`config.mk`:
```
export PLATFORM = sky130hd
export DESIGN_NAME = qpu_exu_oitf
export DESIGN_NICKNAME = d
export VERILOG_FILES = /design/src/rtl/qpu_exu_oitf_pkg.sv /design/src/rtl/qpu_oitf_ptr.sv /design/src/rtl/qpu_exu_oitf.sv
export SDC_FILE = /design/constraint.sdc
export NUM_CORES = 1
export LEC_CHECK = 0
export CELL_PAD_IN_SITES_DETAIL_PLACEMENT = 1
export CELL_PAD_IN_SITES_GLOBAL_PLACEMENT = 2
export CORE_MARGIN = 2
export CORE_UTILIZATION = 38
export DETAILED_ROUTE_END_ITERATION = 7
export HOLD_SLACK_MARGIN = 0.02
export PLACE_DENSITY = 0.84
export SYNTH_ARGS = -nofsm -noshare
export SYNTH_HDL_FRONTEND = slang
export SYNTH_SLANG_ARGS = --single-unit
```
`constraint.sdc`:
```
create_clock -name clk -period 2.5 [get_ports clk]
set_input_delay 0.75 -clock clk [delete_from_list [all_inputs] [get_ports clk]]
set_output_delay 0.75 -clock clk [all_outputs]
set_load 0.05 [all_outputs]
```
`src/rtl/qpu_exu_oitf_pkg.sv`:
```
// Shared widths, depths and entry types for the execute-unit outstanding
// instruction tracker.
package qpu_exu_oitf_pkg;

  localparam int QPU_RFIDX_REAL_WIDTH = 5;
  localparam int QPU_QUBIT_NUM        = 4;
  localparam int QPU_OITF_DEPTH       = 2;
  localparam int QPU_MOITF_DEPTH      = 4;

  typedef struct packed {
    logic                            rdwen;
    logic [QPU_RFIDX_REAL_WIDTH-1:0] rdidx;
  } oitf_entry_t;

endpackage

```
`src/rtl/qpu_oitf_ptr.sv`:
```
// Ring pointer with wrap flag; the flag tells a full ring from an empty one
// when read and write pointers are equal.
module qpu_oitf_ptr #(
  parameter int DEPTH = 2,
  parameter int PW    = $clog2(DEPTH)
) (
  input  logic          clk,
  input  logic          rst_n,
  input  logic          inc,
  output logic [PW-1:0] ptr,
  output logic          flag
);

  always_ff @(posedge clk or negedge rst_n) begin
    if (!rst_n) begin
      ptr  <= '0;
      flag <= 1'b0;
    end else if (inc) begin
      if (ptr == PW'(DEPTH - 1)) begin
        ptr  <= '0;
        flag <= ~flag;
      end else begin
        ptr <= ptr + 1'b1;
      end
    end
  end

endmodule

```
`src/rtl/qpu_exu_oitf.sv`:
```
// Outstanding instruction track FIFOs: long-pipe destination registers and
// measure qubit masks, with combinational hazard flags back to dispatch.
module qpu_exu_oitf
  import qpu_exu_oitf_pkg::*;
#(
  parameter int OITF_DEPTH  = QPU_OITF_DEPTH,
  parameter int MOITF_DEPTH = QPU_MOITF_DEPTH
) (
  input  logic                            clk,
  input  logic                            rst_n,
  input  logic                            dis_ena,
  output logic                            dis_ready,
  input  logic                            mdis_ena,
  output logic                            mdis_ready,
  input  logic                            disp_rs1en,
  input  logic                            disp_rs2en,
  input  logic                            disp_rdwen,
  input  logic                            disp_qfren,
  input  logic [QPU_RFIDX_REAL_WIDTH-1:0] disp_rs1idx,
  input  logic [QPU_RFIDX_REAL_WIDTH-1:0] disp_rs2idx,
  input  logic [QPU_RFIDX_REAL_WIDTH-1:0] disp_rdidx,
  input  logic [QPU_QUBIT_NUM-1:0]        disp_qubitlist,
  output logic                            oitfrd_match_disprs1,
  output logic                            oitfrd_match_disprs2,
  output logic                            oitfrd_match_disprd,
  output logic                            oitfqf_match_dispql,
  input  logic                            ret_ena,
  output logic                            ret_rdwen,
  output logic [QPU_RFIDX_REAL_WIDTH-1:0] ret_rdidx,
  input  logic                            mret_ena,
  output logic [QPU_QUBIT_NUM-1:0]        mret_qubitlist,
  output logic                            oitf_empty,
  output logic                            moitf_empty
);

  localparam int QN  = QPU_QUBIT_NUM;
  localparam int OPW = $clog2(OITF_DEPTH);
  localparam int MPW = $clog2(MOITF_DEPTH);

  // ---------------- long-pipe FIFO ----------------
  logic [OPW-1:0] o_wptr, o_rptr;
  logic           o_wflag, o_rflag;
  logic           o_full, o_alloc, o_ret;

  assign oitf_empty = (o_wptr == o_rptr) && (o_wflag == o_rflag);
  assign o_full     = (o_wptr == o_rptr) && (o_wflag != o_rflag);
  assign dis_ready  = !o_full;
  assign o_alloc    = dis_ena && !o_full;
  assign o_ret      = ret_ena && !oitf_empty;

  qpu_oitf_ptr #(.DEPTH(OITF_DEPTH)) u_o_wptr (
    .clk(clk), .rst_n(rst_n), .inc(o_alloc), .ptr(o_wptr), .flag(o_wflag)
  );
  qpu_oitf_ptr #(.DEPTH(OITF_DEPTH)) u_o_rptr (
    .clk(clk), .rst_n(rst_n), .inc(o_ret), .ptr(o_rptr), .flag(o_rflag)
  );

  oitf_entry_t            o_ent [OITF_DEPTH];
  logic [OITF_DEPTH-1:0]  hit_rs1, hit_rs2, hit_rd;

  for (genvar i = 0; i < OITF_DEPTH; i++) begin : g_oitf
    logic        vld;
    oitf_entry_t ent;

    // Alloc and retire never target the same slot: that would need an empty
    // FIFO, where retire is ignored.
    always_ff @(posedge clk or negedge rst_n) begin
      if (!rst_n) begin
        vld <= 1'b0;
        ent <= '0;
      end else if (o_alloc && (o_wptr == OPW'(i))) begin
        vld <= 1'b1;
        ent <= '{rdwen: disp_rdwen, rdidx: disp_rdidx};
      end else if (o_ret && (o_rptr == OPW'(i))) begin
        vld <= 1'b0;
      end
    end

    assign o_ent[i]   = ent;
    assign hit_rs1[i] = vld && ent.rdwen && (ent.rdidx == disp_rs1idx);
    assign hit_rs2[i] = vld && ent.rdwen && (ent.rdidx == disp_rs2idx);
    assign hit_rd[i]  = vld && ent.rdwen && (ent.rdidx == disp_rdidx);
  end

  assign oitfrd_match_disprs1 = disp_rs1en && (|hit_rs1);
  assign oitfrd_match_disprs2 = disp_rs2en && (|hit_rs2);
  assign oitfrd_match_disprd  = disp_rdwen && (|hit_rd);

  assign ret_rdwen = !oitf_empty && o_ent[o_rptr].rdwen;
  assign ret_rdidx = oitf_empty ? '0 : o_ent[o_rptr].rdidx;

  // ---------------- measure FIFO ----------------
  logic [MPW-1:0] m_wptr, m_rptr;
  logic           m_wflag, m_rflag;
  logic           m_full, m_alloc, m_ret;

  assign moitf_empty = (m_wptr == m_rptr) && (m_wflag == m_rflag);
  assign m_full      = (m_wptr == m_rptr) && (m_wflag != m_rflag);
  assign mdis_ready  = !m_full;
  assign m_alloc     = mdis_ena && !m_full;
  assign m_ret       = mret_ena && !moitf_empty;

  qpu_oitf_ptr #(.DEPTH(MOITF_DEPTH)) u_m_wptr (
    .clk(clk), .rst_n(rst_n), .inc(m_alloc), .ptr(m_wptr), .flag(m_wflag)
  );
  qpu_oitf_ptr #(.DEPTH(MOITF_DEPTH)) u_m_rptr (
    .clk(clk), .rst_n(rst_n), .inc(m_ret), .ptr(m_rptr), .flag(m_rflag)
  );

  logic [QN-1:0] m_ql   [MOITF_DEPTH];
  logic [QN-1:0] m_pend [MOITF_DEPTH];

  for (genvar i = 0; i < MOITF_DEPTH; i++) begin : g_moitf
    logic          vld;
    logic [QN-1:0] ql;

    always_ff @(posedge clk or negedge rst_n) begin
      if (!rst_n) begin
        vld <= 1'b0;
        ql  <= '0;
      end else if (m_alloc && (m_wptr == MPW'(i))) begin
        vld <= 1'b1;
        ql  <= disp_qubitlist;
      end else if (m_ret && (m_rptr == MPW'(i))) begin
        vld <= 1'b0;
      end
    end

    assign m_ql[i]   = ql;
    assign m_pend[i] = vld ? ql : '0;
  end

  logic [QN-1:0] pending_mask;

  always_comb begin
    pending_mask = '0;
    for (int k = 0; k < MOITF_DEPTH; k++) pending_mask = pending_mask | m_pend[k];
  end

  assign oitfqf_match_dispql = disp_qfren && (|(disp_qubitlist & pending_mask));
  assign mret_qubitlist      = moitf_empty ? '0 : m_ql[m_rptr];

  // Dispatch must gate its enables with ready/empty; these catch violations.
  a_oitf_ovf:  assert property (@(posedge clk) disable iff (!rst_n) !(dis_ena && o_full));
  a_oitf_udf:  assert property (@(posedge clk) disable iff (!rst_n) !(ret_ena && oitf_empty));
  a_moitf_ovf: assert property (@(posedge clk) disable iff (!rst_n) !(mdis_ena && m_full));
  a_moitf_udf: assert property (@(posedge clk) disable iff (!rst_n) !(mret_ena && moitf_empty));

endmodule

```
==> metrics, run 1 <==
result of the run finished, final reports clean; minimum clock period 2460 ps; clock tree root driver cell clkbuf_8; start-to-end type of the worst setup path input port to output port; CTS tree yes; finished layout cell area 3690 um2; 1st-iter DRT viols 37; proportion of synthesized chip area in sequential cells 40.2%; max-capacitance violation count 0; TNS Setup 0 ps; Slew @ Worst Pin 614 ps; number of core rows 30; clk sink count 44; Final Instance Count excl. Fillers 380; clk_skew 5.36 ps; Hold Fails Final Rpt 0; worst stage delay on the critical path 280 ps; number of DRC violations after detailed routing 0; kind of cell adding the most delay to the critical path buffers and inverters; antenna fix cells 0; average vias per placed instance 4.97; tightest slew margin relative to the limit 59.1%; final worst-path cycle share 98.4%; flop and latch count out of synthesis 44; placed cell count 369; DR vias 1887; aggregate global routing overflow 0; Die Outline Area 7900 um2; final WL 6380 um; input/output buffers 46; wire length of the first global-routing pass 10400 um; largest net degree at the start of global routing 26; Synth Cell Area 2740 um2; path class of the lowest-slack min-delay path input port to async pin; Crit-path slowest cell dlygate4sd2_1; most instantiated flip-flop cell in the synthesis netlist dfrtp_1; setup repair after global routing missed its margin true; antenna viol nets, final 0; final HPWL from detailed placement 4860 um; average wire per standard cell 16.8 um; I/O pins 47; crit end category output port; Max Buffers Root-to-Sink 2; All-Layer GR Usage 17.6%; weighted congestion reported at the end of routability-driven placement 0.822; initial standard-cell utilization of the core 39.9%; number of antenna violations at the first check in global routing 0; # setup viols final 0; Net count, final 320; clock insertion delay at the later pin of the skew report 290 ps; CP startpoint kind input port; Num CTS Buffers 5; syn_area_per_cell 12.4 um2; CP required 1750 ps; fraction of layout instances using a drive strength above 1 43.7%; Area Overhead vs Synth 34.6%; hold_buf cts 0; max-slew violation count 0; cell-by-cell trace of the critical path dlygate4sd2_1 > xor2_1 > nor3_1 > o21a_1 > buf_12; count of different cell masters after synthesis 31; critical path buffer and inverter count 2; die height 88.9 um; chip width 88.9 um; Warnings, synthesis 0; worst endpoint data arrival time 1710 ps; number of H-tree levels 2; upper clock frequency limit 406 MHz; number of synthesized flops with an enable pin 0; TritonRoute pass-1 iters 6; Clock transition at path regs 90 ps; number of nets produced by synthesis 258; Floorplan Core Area 6870 um2; synthesized instance count 221; layout filler cell count 730; area after detailed placement 3480 um2; Async S/R FF share, synth 100%; number of global-route vias before repair 2021; Worst Path Max Fanout 3; core utilization of the finished layout 53.7%
[metal layers]
| metal | GRT usage (%) | routed length [um] | vias to the layer above |
|---|---|---|---|
| li1 | - | - | 895 |
| met1 | 22.7 | 2850 | 946 |
| met2 | 30.1 | 3260 | 37 |
| met3 | 3.36 | 185 | 9 |
| met4 | 4.96 | 85 | 0 |
| met5 | 0 | 0 | - |
[sequential cells by signal, indices dropped and copies added (netlist names)]
name,flops
g_moitf.ql,16
g_oitf.ent,12
g_moitf.vld,4
g_oitf.vld,2
u_m_rptr.ptr,2
u_m_wptr.ptr,2
u_m_rptr.flag,1
u_m_wptr.flag,1
u_o_rptr.flag,1
u_o_rptr.ptr,1
u_o_wptr.flag,1
u_o_wptr.ptr,1
[kinds of logic (layout without fill, tap and decap cells)]
family / after synthesis / after routing / share of synthesized area (%)
and+or+nand+nor: 50 / 50 / 10.6
DFF: 44 / 44 / 40.2
xor gates and xnor gates: 41 / 41 / 14.2
muxes: 41 / 41 / 21.0
AOI/OAI and AO/OA: 23 / 23 / 6.58
buffers and inverters: 14 / 77 / 3.70
adders and majority gates: 8 / 8 / 3.66
[cells in the mapped netlist, drive strengths merged (3+ instances only)]
cell type	n	area share [%]
inv	7	0.96
nand3	7	2.2
a21o	4	1.1
mux2	31	15
and2	8	2.2
mux4	4	3.8
nand2	12	1.6
nor2	9	1.2
xnor2	31	10
mux2i	6	2.2
a22oi	10	2.7
nand4	6	1.4
nor3	6	1.1
buf	7	2.7
o21ai	3	0.55
o21a	3	0.82
dfrtp	44	40
xor2	10	3.7
ha	8	3.7
[cells in the final DEF, fill, tap and decap left out, drive strengths merged, types with 4 or more instances in the layout]
cell type,n
dfrtp,44
nor2,9
nand3,7
ha,8
mux2i,6
clkdlybuf4s50,11
nand4,6
buf,45
nor3,6
and2,8
clkbuf,7
xnor2,31
a21o,4
xor2,10
nand2,12
mux4,4
mux2,31
inv,7
a22oi,10
[path summary, 6_finish.rpt]
| check | cells past startpoint | from | slack [ps] | endpoint |
|---|---|---|---|---|
| worst max-delay path | 5 | disp_rdidx[0] | 40 | oitfrd_match_disprd |
| worst min-delay path | 1 | rst_n | 450 | u_o_rptr.ptr |
| worst max register to register | 6 | u_m_rptr.ptr[0] | 580 | g_moitf[3].ql[0] |
| worst min register to register | 1 | u_o_wptr.flag | 500 | u_o_wptr.flag |
| max in group asynchronous | 2 | rst_n | 1510 | u_m_rptr.ptr[0] |
| min in group clk | 1 | u_o_wptr.flag | 500 | u_o_wptr.flag |
[final cells by class]
| cell class | count | area, um2 | area share, % |
|---|---|---|---|
| clock buffer | 5 | 68.8 | 1.87 |
| tap | 96 | 120 | 3.26 |
| timing repair buffer | 62 | 681 | 18.5 |
| inverter | 7 | 26.3 | 0.713 |
| clock inverter | 3 | 42.5 | 1.15 |
| sequential | 44 | 1110 | 30.0 |
| multi-input combinational | 163 | 1640 | 44.5 |
[worst reg2reg max path, delay by kind of cell, from the launching register on]
| kind | cells | cell delay, ps |
|---|---|---|
| AND/OR/NAND/NOR | 1 | 270 |
| flip-flops | 1 | 500 |
| multiplexers | 1 | 320 |
| XOR/XNOR | 1 | 150 |
| buffers and inverters | 2 | 320 |
| AO/OA/AOI/OAI | 1 | 260 |
[timing repair]
action                                  in CTS  in global routing
pin swaps                                   30                 15
endpoints found under the setup margin       8                 12
endpoints found under the hold margin        0                  0
setup buffers                                1                  2
resized for setup                           53                 28
[through the flow]
| stage | hold WS, ps | setup slack [ps] |
|---|---|---|
| final | 455 | 39.2 |
| after global routing | 479 | -3.50 |
| after CTS | 461 | 2.91 |
| after detailed placement | 481 | -390 |
| after global placement | 470 | -337 |
| after floorplan | 447 | 46.5 |
Power of run 1 is left out: the tool's default activity adds up to more than one toggle a clock period on the data nets, which glitch-free logic cannot reach.
==> run 2, diff against run 1 <==
- MAX_ROUTING_LAYER: unset -> met4
==> run 2 against run 1 <==
Compared with the run above:
- via count about the same
- critical path depth unchanged
- largest cell class unchanged
- die area did not move
- non-clock buffer count stayed put
- global-route usage increased by 0.57 points
==> metrics, run 2 (synthesis gave the netlist of run 1 again) <==
result of the run finished, final reports clean (unchanged); Num CTS Buffers 5 (unchanged); upper clock frequency limit 406 MHz (about the same); fraction of layout instances using a drive strength above 1 43.7% (unchanged); number of H-tree levels 2 (unchanged); reg2reg setup slack 580 ps (about the same); Floorplan Core Area 6870 um2 (unchanged); number of DRC violations after detailed routing 0 (unchanged); worst endpoint data arrival time 1710 ps (about the same); 1st-iter DRT viols 38 (was 37); Hold Fails Final Rpt 0 (unchanged); path class of the lowest-slack min-delay path input port to async pin (unchanged); initial standard-cell utilization of the core 39.9% (unchanged); register containing the most flip-flops in the final layout g_moitf.ql (unchanged); tightest slew margin relative to the limit 59.1% (about the same); minimum clock period 2460 ps (about the same); DR vias 1888 (was 1887); clock insertion delay at the later pin of the skew report 300 ps (was 290 ps); Max Buffers Root-to-Sink 2 (unchanged); start-to-end type of the worst setup path input port to output port (unchanged); Worst Path Max Fanout 3 (unchanged); final worst-path cycle share 98.6% (was 98.4%); number of core rows 30 (unchanged); clk_skew 5.56 ps (was 5.36 ps); average vias per placed instance 4.97 (about the same); Die Outline Area 7900 um2 (unchanged); hold_buf cts 0 (unchanged); wire length of the first global-routing pass 10400 um (about the same); commonest cells after routing, fill and taps aside dfrtp_1, xnor2_1, buf_4 (unchanged); Clock transition at path regs 90 ps (about the same); antenna fix cells 0 (unchanged); number of antenna violations at the first check in global routing 0 (unchanged); CP required 1750 ps (about the same); max reg flops 16 (unchanged); clock tree root driver cell clkbuf_8 (unchanged); CP startpoint kind input port (unchanged); max-slew violation count 0 (unchanged); Area Overhead vs Synth 34.6% (unchanged); crit end category output port (unchanged); leading cell type in the layout, fill and taps excluded dfrtp_1 (unchanged); largest net degree at the start of global routing 26 (unchanged); aggregate global routing overflow 0 (unchanged); clk sink count 44 (unchanged); TritonRoute pass-1 iters 6 (unchanged); max-capacitance violation count 0 (unchanged); CTS tree yes (unchanged); final HPWL from detailed placement 4860 um (unchanged); weighted congestion reported at the end of routability-driven placement 0.834 (was 0.822); I/O pins 47 (unchanged); Top Registers g_moitf.ql x16, g_oitf.ent x12, g_moitf.vld x4 (unchanged); input/output buffers 46 (unchanged); Net count, final 320 (unchanged); setup repair after global routing missed its margin true (unchanged); final WL 6370 um (was 6380 um); All-Layer GR Usage 18.1% (was 17.6%); chip width 88.9 um (unchanged); number of global-route vias before repair 2019 (was 2021); worst flop-to-flop path startpoint u_m_rptr.ptr[0] (unchanged); average wire per standard cell 16.8 um (about the same); worst flop-to-flop path endpoint g_moitf[3].ql[0] (unchanged); finished layout cell area 3690 um2 (unchanged); Critical Path Source disp_rdidx[0] (unchanged); area after detailed placement 3480 um2 (unchanged); # setup viols final 0 (unchanged); die height 88.9 um (unchanged); Slew @ Worst Pin 613 ps (was 614 ps); antenna viol nets, final 0 (unchanged); FF-to-FF path depth 6 (unchanged)
==> run 2: cell counts in the layout (fill, tap and decap cells not counted) <==
No cell type changed its count.
==> run 2: worst max-delay path: stages <==
cell and delay (ps):
dlygate4sd2_1 280, xor2_1 150, nor3_1 180, o21a_1 200
buf_12 140
==> run 2: per-layer routing <==
metal  share of wire (%)  track usage (%)  vias to the layer above
met4                 1.3             4.96                        0
met5                   0                -                        -
met1                  45             23.0                      947
met3                 2.9             3.26                        9
li1                    -                -                      895
met2                  51             29.9                       37
==> run 2: per-stage QoR <==
stage	instances	util [%]	setup WS, ps	setup TNS (ps)	hold WS (ps)
global route	380	53.7	-3.50	-3.50	479
global placement	369	50.7	-337	-1070	470
detailed placement	369	50.7	-390	-1170	481
finish	380	53.7	36.0	0	455
CTS	378	52.6	2.91	0	461
floorplan	221	-	46.5	0	447
==> run 2: worst max path at each step <==
| stage | to | slack [ps] | cells after the start |
|---|---|---|---|
| 2_1_floorplan | ret_rdidx[0] | 50 | 3 |
| 3_3_place_gp | oitfrd_match_disprs1 | -340 | 6 |
| 3_5_place_dp | oitfrd_match_disprd | -390 | 6 |
| 4_1_cts | oitfrd_match_disprs2 | 3 | 6 |
| 5_1_grt | oitfrd_match_disprs2 | -3 | 5 |
| 6_report | oitfrd_match_disprd | 40 | 5 |
==> run 2: cell type report <==
type | instances | area (um2)
Clock buffer | 5 | 68.8
Tap cell | 96 | 120
Fill cell | 730 | 3180
Multi-Input combinational cell | 163 | 1640
Sequential cell | 44 | 1110
Clock inverter | 3 | 42.5
Inverter | 7 | 26.3
Timing Repair Buffer | 62 | 681
==> run 2: what timing repair did <==
item                       in CTS  in global routing
resized for setup              53                 28
setup endpoints to repair       8                 12
setup buffers                   1                  2
pin swaps                      30                 15
Power of run 2 is left out for the same reason.
